**config.mk**
```make
export PLATFORM = sky130hd
export DESIGN_NAME = id_ex_stage
export DESIGN_NICKNAME = d
export VERILOG_FILES = /design/src/rtl/id_ex_stage_pkg.sv /design/src/rtl/id_ex_hazard.sv /design/src/rtl/id_ex_stage.sv
export SDC_FILE = /design/constraint.sdc
export NUM_CORES = 1
export LEC_CHECK = 0
export ABC_CLOCK_PERIOD_IN_PS = 9900
export BUFFER_PORTS_ARGS = -buffer_cell sky130_fd_sc_hd__buf_2
export CAP_MARGIN = 10
export CORE_AREA = 2 2 251 253
export CTS_CLUSTER_SIZE = 25
export DETAILED_ROUTE_END_ITERATION = 7
export DIE_AREA = 0 0 253 255
export PLACE_DENSITY = 0.43
export SYNTH_ARGS = -nofsm -noshare
export SYNTH_HDL_FRONTEND = slang
export SYNTH_SLANG_ARGS = --single-unit
```
**constraint.sdc**
```tcl
create_clock -name clk -period 9.9 [get_ports clk]
set_input_delay 0.99 -clock clk [delete_from_list [all_inputs] [get_ports clk]]
set_output_delay 0.99 -clock clk [all_outputs]
set_load 0.01 [all_outputs]
```
**src/rtl/id_ex_stage_pkg.sv**
```systemverilog
// Shared ID/EX definitions: bus/address range macros, NOP encoding, control-width default.
`ifndef ID_EX_STAGE_DEFINES_SV
`define ID_EX_STAGE_DEFINES_SV
`define DataBus      DATA_W-1:0
`define RegFileAddr  4:0
`define NopInst      32'h00000013
`define CtrlWDefault 16
`endif

package id_ex_stage_pkg;
    localparam logic [31:0] NOP_INST   = `NopInst;
    localparam int          CTRL_W_DEF = `CtrlWDefault;
endpackage

```
**src/rtl/id_ex_hazard.sv**
```systemverilog
// Load-use detector: ID reads a register that the load sitting in EX has not produced yet.
module id_ex_hazard
    import id_ex_stage_pkg::*;
(
    input  logic                i_id_vld,
    input  logic [`RegFileAddr] i_rs1_addr,
    input  logic                i_rs1_ren,
    input  logic [`RegFileAddr] i_rs2_addr,
    input  logic                i_rs2_ren,
    input  logic                i_ex_vld,
    input  logic                i_ex_mem_rd,
    input  logic                i_ex_rd_we,
    input  logic [`RegFileAddr] i_ex_rd_addr,
    output logic                o_hazard
);

    logic w_ex_load;
    logic w_rs1_hit;
    logic w_rs2_hit;

    // x0 is hardwired to zero, so a load targeting it never blocks a consumer
    assign w_ex_load = i_ex_vld & i_ex_mem_rd & i_ex_rd_we & (i_ex_rd_addr != '0);
    assign w_rs1_hit = i_rs1_ren & (i_rs1_addr == i_ex_rd_addr);
    assign w_rs2_hit = i_rs2_ren & (i_rs2_addr == i_ex_rd_addr);
    assign o_hazard  = i_id_vld & w_ex_load & (w_rs1_hit | w_rs2_hit);

endmodule

```
**src/rtl/id_ex_stage.sv**
```systemverilog
// ID/EX pipeline register: 1-cycle latency, holds while EX is busy, one bubble per load-use; flush beats everything.
// Optional ID_EX_PERF_CNT_EN adds wrapping bubble/stall counters.
module id_ex_stage
    import id_ex_stage_pkg::*;
#(
    parameter int DATA_W = 64,
    parameter int CTRL_W = CTRL_W_DEF
) (
    input  logic                clk,
    input  logic                rst,
    input  logic                IdValidIn,
    output logic                IdReadyOut,
    input  logic [`DataBus]     IdPcIn,
    input  logic [31:0]         IdInstIn,
    input  logic [`DataBus]     IdRs1DataIn,
    input  logic [`DataBus]     IdRs2DataIn,
    input  logic [`DataBus]     IdImmIn,
    input  logic [`RegFileAddr] IdRs1AddrIn,
    input  logic [`RegFileAddr] IdRs2AddrIn,
    input  logic                IdRs1ReadEnableIn,
    input  logic                IdRs2ReadEnableIn,
    input  logic [`RegFileAddr] IdRdAddrIn,
    input  logic                IdRdWriteEnableIn,
    input  logic                IdMemReadIn,
    input  logic [CTRL_W-1:0]   IdCtrlIn,
    input  logic                FlushIn,
    input  logic                ExReadyIn,
    output logic                ExValidOut,
    output logic [`DataBus]     ExPcOut,
    output logic [31:0]         ExInstOut,
    output logic [`DataBus]     ExRs1DataOut,
    output logic [`DataBus]     ExRs2DataOut,
    output logic [`DataBus]     ExImmOut,
    output logic [`RegFileAddr] ExRdAddrOut,
    output logic                ExRdWriteEnableOut,
    output logic                ExMemReadOut,
    output logic [CTRL_W-1:0]   ExCtrlOut,
    output logic                LoadUseStallOut
`ifdef ID_EX_PERF_CNT_EN
    ,
    output logic [31:0]         BubbleCntOut,
    output logic [31:0]         StallCntOut
`endif
);

    logic                r_ex_vld;
    logic [`DataBus]     r_ex_pc;
    logic [31:0]         r_ex_inst;
    logic [`DataBus]     r_ex_rs1_dat;
    logic [`DataBus]     r_ex_rs2_dat;
    logic [`DataBus]     r_ex_imm;
    logic [`RegFileAddr] r_ex_rd_addr;
    logic                r_ex_rd_we;
    logic                r_ex_mem_rd;
    logic [CTRL_W-1:0]   r_ex_ctrl;

    logic w_advance;
    logic w_hazard;
    logic w_update;
    logic w_take;

    id_ex_hazard u_hazard (
        .i_id_vld     (IdValidIn),
        .i_rs1_addr   (IdRs1AddrIn),
        .i_rs1_ren    (IdRs1ReadEnableIn),
        .i_rs2_addr   (IdRs2AddrIn),
        .i_rs2_ren    (IdRs2ReadEnableIn),
        .i_ex_vld     (r_ex_vld),
        .i_ex_mem_rd  (r_ex_mem_rd),
        .i_ex_rd_we   (r_ex_rd_we),
        .i_ex_rd_addr (r_ex_rd_addr),
        .o_hazard     (w_hazard)
    );

    assign w_advance       = ExReadyIn | ~r_ex_vld;
    assign IdReadyOut      = FlushIn | (w_advance & ~w_hazard);
    assign LoadUseStallOut = w_hazard & ~FlushIn;

    // Reset and flush force a bubble even while EX is holding; otherwise only move on advance
    assign w_update = rst | FlushIn | w_advance;
    assign w_take   = ~rst & ~FlushIn & w_advance & IdValidIn & ~w_hazard;

    always_ff @(posedge clk) begin
        if (w_update) begin
            r_ex_vld     <= w_take;
            r_ex_pc      <= w_take ? IdPcIn            : '0;
            r_ex_inst    <= w_take ? IdInstIn          : NOP_INST;
            r_ex_rs1_dat <= w_take ? IdRs1DataIn       : '0;
            r_ex_rs2_dat <= w_take ? IdRs2DataIn       : '0;
            r_ex_imm     <= w_take ? IdImmIn           : '0;
            r_ex_rd_addr <= w_take ? IdRdAddrIn        : '0;
            r_ex_rd_we   <= w_take ? IdRdWriteEnableIn : 1'b0;
            r_ex_mem_rd  <= w_take ? IdMemReadIn       : 1'b0;
            r_ex_ctrl    <= w_take ? IdCtrlIn          : '0;
        end
    end

    assign ExValidOut         = r_ex_vld;
    assign ExPcOut            = r_ex_pc;
    assign ExInstOut          = r_ex_inst;
    assign ExRs1DataOut       = r_ex_rs1_dat;
    assign ExRs2DataOut       = r_ex_rs2_dat;
    assign ExImmOut           = r_ex_imm;
    assign ExRdAddrOut        = r_ex_rd_addr;
    assign ExRdWriteEnableOut = r_ex_rd_we;
    assign ExMemReadOut       = r_ex_mem_rd;
    assign ExCtrlOut          = r_ex_ctrl;

`ifdef ID_EX_PERF_CNT_EN
    logic [31:0] r_bubble_cnt;
    logic [31:0] r_stall_cnt;
    logic        w_bubble_evt;

    assign w_bubble_evt = ~FlushIn & w_advance & w_hazard;

    always_ff @(posedge clk) begin
        if (rst) begin
            r_bubble_cnt <= '0;
            r_stall_cnt  <= '0;
        end else begin
            if (w_bubble_evt) begin
                r_bubble_cnt <= r_bubble_cnt + 32'd1;
            end
            if (r_ex_vld & ~ExReadyIn) begin
                r_stall_cnt <= r_stall_cnt + 32'd1;
            end
        end
    end

    assign BubbleCntOut = r_bubble_cnt;
    assign StallCntOut  = r_stall_cnt;
`endif

endmodule

```
==> qor.txt <==
number of top-level pins -> 642
PwrDens -> 167 nW/um^2
worst vdd rail ir drop -> 0.105 mV
area grow syn2layout -> 35.4%
status -> finished clean
Crit path required time -> 10140 ps
LEAKAGE -> 0.00844 uW
CP Capture Type -> register
Cell Area, Placed -> 17500 sq um
area leader, netlist -> edfxtp_1
largest net degree at the start of global routing -> 185
Initial Util -> 0.222
synth warn -> 0
first-pass GRT wire length -> 74900 um
Post-CTS Setup Bufs -> 0
core region area -> 62200 sq um
internal reg-to-reg setup slack -> 6240 ps
end of the critical path -> ExRs2DataOut[14]
Port Buffers -> 641
final non-filler cell area -> 18700 sq um
WL/cell -> 21.0 um
r2r worst-path depth -> 4
Syn Area/Cell -> 12.2 sq um
dpl cells -> 2417
Worst Max-Slew Pin Slew -> 1240 ps
Routed Antenna Nets -> 0
Via-to-Cell Ratio -> 4.93
Num CTS Buffers -> 40
GRT Resource Usage Total -> 0.149
HPWL after DPL -> 33600 um
Remaining Overflow, GRT -> 0
Crit Path Class -> in -> reg
Peak Freq -> 0.232 GHz
DRC Markers -> 0
htree depth -> 2
num rows -> 92
#FFs+latches synth -> 312
Post-Synth XOR/XNOR Area -> 0.00635
Die ar. -> 64500 sq um
initial antenna violation count -> 8
final instance count without filler cells -> 2487
Min Clock Period, post-route -> 4320 ps
Worst setup SP type -> input port
Die Height -> 255 um
Synth Area in Compound Gates -> 0.117
CTS Buffer Depth -> 3
DRT Wirelength -> 52300 um
top fanout value on the critical path -> 127
WP data arrival -> 4560 ps
CTS tree -> yes
clock-pin slew on the worst setup and hold paths -> 50 ps
sequential area share after synthesis -> 0.679
launching point of the worst reg2reg path -> ExValidOut
clk sinks -> 312
hold crit path type -> in -> reg
Setup TNS -> 0 ps
Final setup viols -> 0
Mapped Area -> 13800 sq um
Max Slew Vio Count -> 0
Synth Area in Simple Gates -> 0.145
die extent in x -> 253 um
Synth cell types -> 17
share of layout cells above drive strength 1 -> 0.424
fin nets -> 1988
FF-to-FF End -> ExRs2DataOut[14]
post_cts resized -> 0
total of max-cap violations -> 0
mux share of post-synthesis cell area -> 0
CP startpoint -> IdValidIn
GP Congestion -> 0.794
period utilisation layout -> 0.436
post-synthesis net count -> 1458
Hold Fails Final Rpt -> 0
root buffer cell -> clkbuf_16
Synth area leaders -> edfxtp_1, nand4_1, a21oi_1
RSZ-0062 raised after global routing -> no
largest family of logic cells by synthesized area -> simple AND/OR/NAND/NOR gates
DRT iter0 DRCs -> 820
router iterations before antenna repair -> 4
Hold-fix buffers, CTS -> 0
clock latency at the later pin of the worst-skew pair -> 560 ps
Cells after Synth -> 1130
post-synth top area share -> 0.679
Synth Area in Adders -> 0
vias -> 12300
skew final -> 24.5 ps
vias in the first global route -> 11600
Slew HR -> 0.177
-- report_power, final --
group	switching, uW	leakage (uW)	total (uW)	internal, uW
Combinational	164	0.00411	268	104
Sequential	13.7	0.00376	1510	1490
Clock	576	0.000567	1340	769
-- kinds of logic (layout without fill, tap and decap cells) --
group	after synthesis	count (layout)
XOR/XNOR	10	10
other	0	3
flip-flops	312	312
AND/OR/NAND/NOR	321	321
AO/OA/AOI/OAI	316	316
buffers and inverters	171	726
-- critical path, cell delays in order --
cell      delay (ps)
clkbuf_8         550
nand4_1          290
a21oi_4          210
buf_4            450
buf_4            820
buf_4            840
a21oi_1          170
-- metrics by stage --
| step | setup WS (ps) | power [uW] | utilization | hold WS, ps |
|---|---|---|---|---|
| after floorplan | 202 | 1660 | - | 916 |
| after global placement | 5040 | 1800 | 0.281 | 1180 |
| after detailed placement | 4950 | 1800 | 0.281 | 1190 |
| after CTS | 5540 | 3160 | 0.300 | 671 |
| after global routing | 5270 | 3230 | 0.300 | 692 |
| final | 5580 | 3120 | 0.300 | 718 |
-- worst min-delay path by stage --
stage | depth (start not counted) | end | slack, ps | from
after floorplan | 4 | ExInstOut[0] | 920 | ExValidOut
after global placement | 4 | ExPcOut[51] | 1180 | ExRdWriteEnableOut
after detailed placement | 4 | ExRs1DataOut[63] | 1190 | ExRdWriteEnableOut
after CTS | 2 | ExInstOut[1] | 670 | IdInstIn[1]
after global routing | 2 | ExInstOut[0] | 690 | IdInstIn[0]
final | 2 | ExInstOut[1] | 720 | IdInstIn[1]
-- layer usage --
metal,up-vias,part of all wire,global-route usage
met1,6070,0.39,0.181
met4,10,0.022,0.0445
met2,491,0.51,0.257
li1,5622,-,-
met3,75,0.075,0.0432
met5,-,0.0012,0
-- synthesized netlist by cell type --
library cell and number:
buf_1 7, edfxtp_1 312, o22a_1 2, nand2_1 2, o22ai_2 1, nand2b_1 3, buf_2 47, nor2_1 3
buf_4 8, clkbuf_1 109, a21oi_1 309, nor3_1 1, a211o_1 3, xnor2_1 10, nand3_1 1, a21oi_2 1
nand4_1 311
-- layout by cell type, fill, tap and decap left out, types with 3 or more instances in the layout --
cell / Yosys / final
a211o_1: 3 / 3
buf_12: 0 / 3
clkinv_8: 0 / 3
clkbuf_1: 109 / 9
buf_2: 47 / 640
clkinv_2: 0 / 3
nand4_1: 311 / 311
a21oi_1: 309 / 309
edfxtp_1: 312 / 312
diode_2: 0 / 3
xnor2_1: 10 / 10
buf_4: 8 / 15
clkinv_1: 0 / 8
clkbuf_16: 0 / 40
-- flip-flops by register name, indices dropped and copies added, names as in the netlist --
signal / flops
ExRs1DataOut: 64
ExPcOut: 64
ExMemReadOut: 1
ExImmOut: 64
ExRdWriteEnableOut: 1
ExRdAddrOut: 5
ExRs2DataOut: 64
ExInstOut: 32
ExCtrlOut: 16
ExValidOut: 1
-- layout make-up --
cell class	count	area, sq um
clock inverter	18	148
sequential	312	9370
clock buffer	49	1030
timing repair buffer	659	3390
antenna	3	7.51
fill	6539	43500
tap	799	1000
multi-input combinational	647	3730
(Power assumes the default switching activity.)
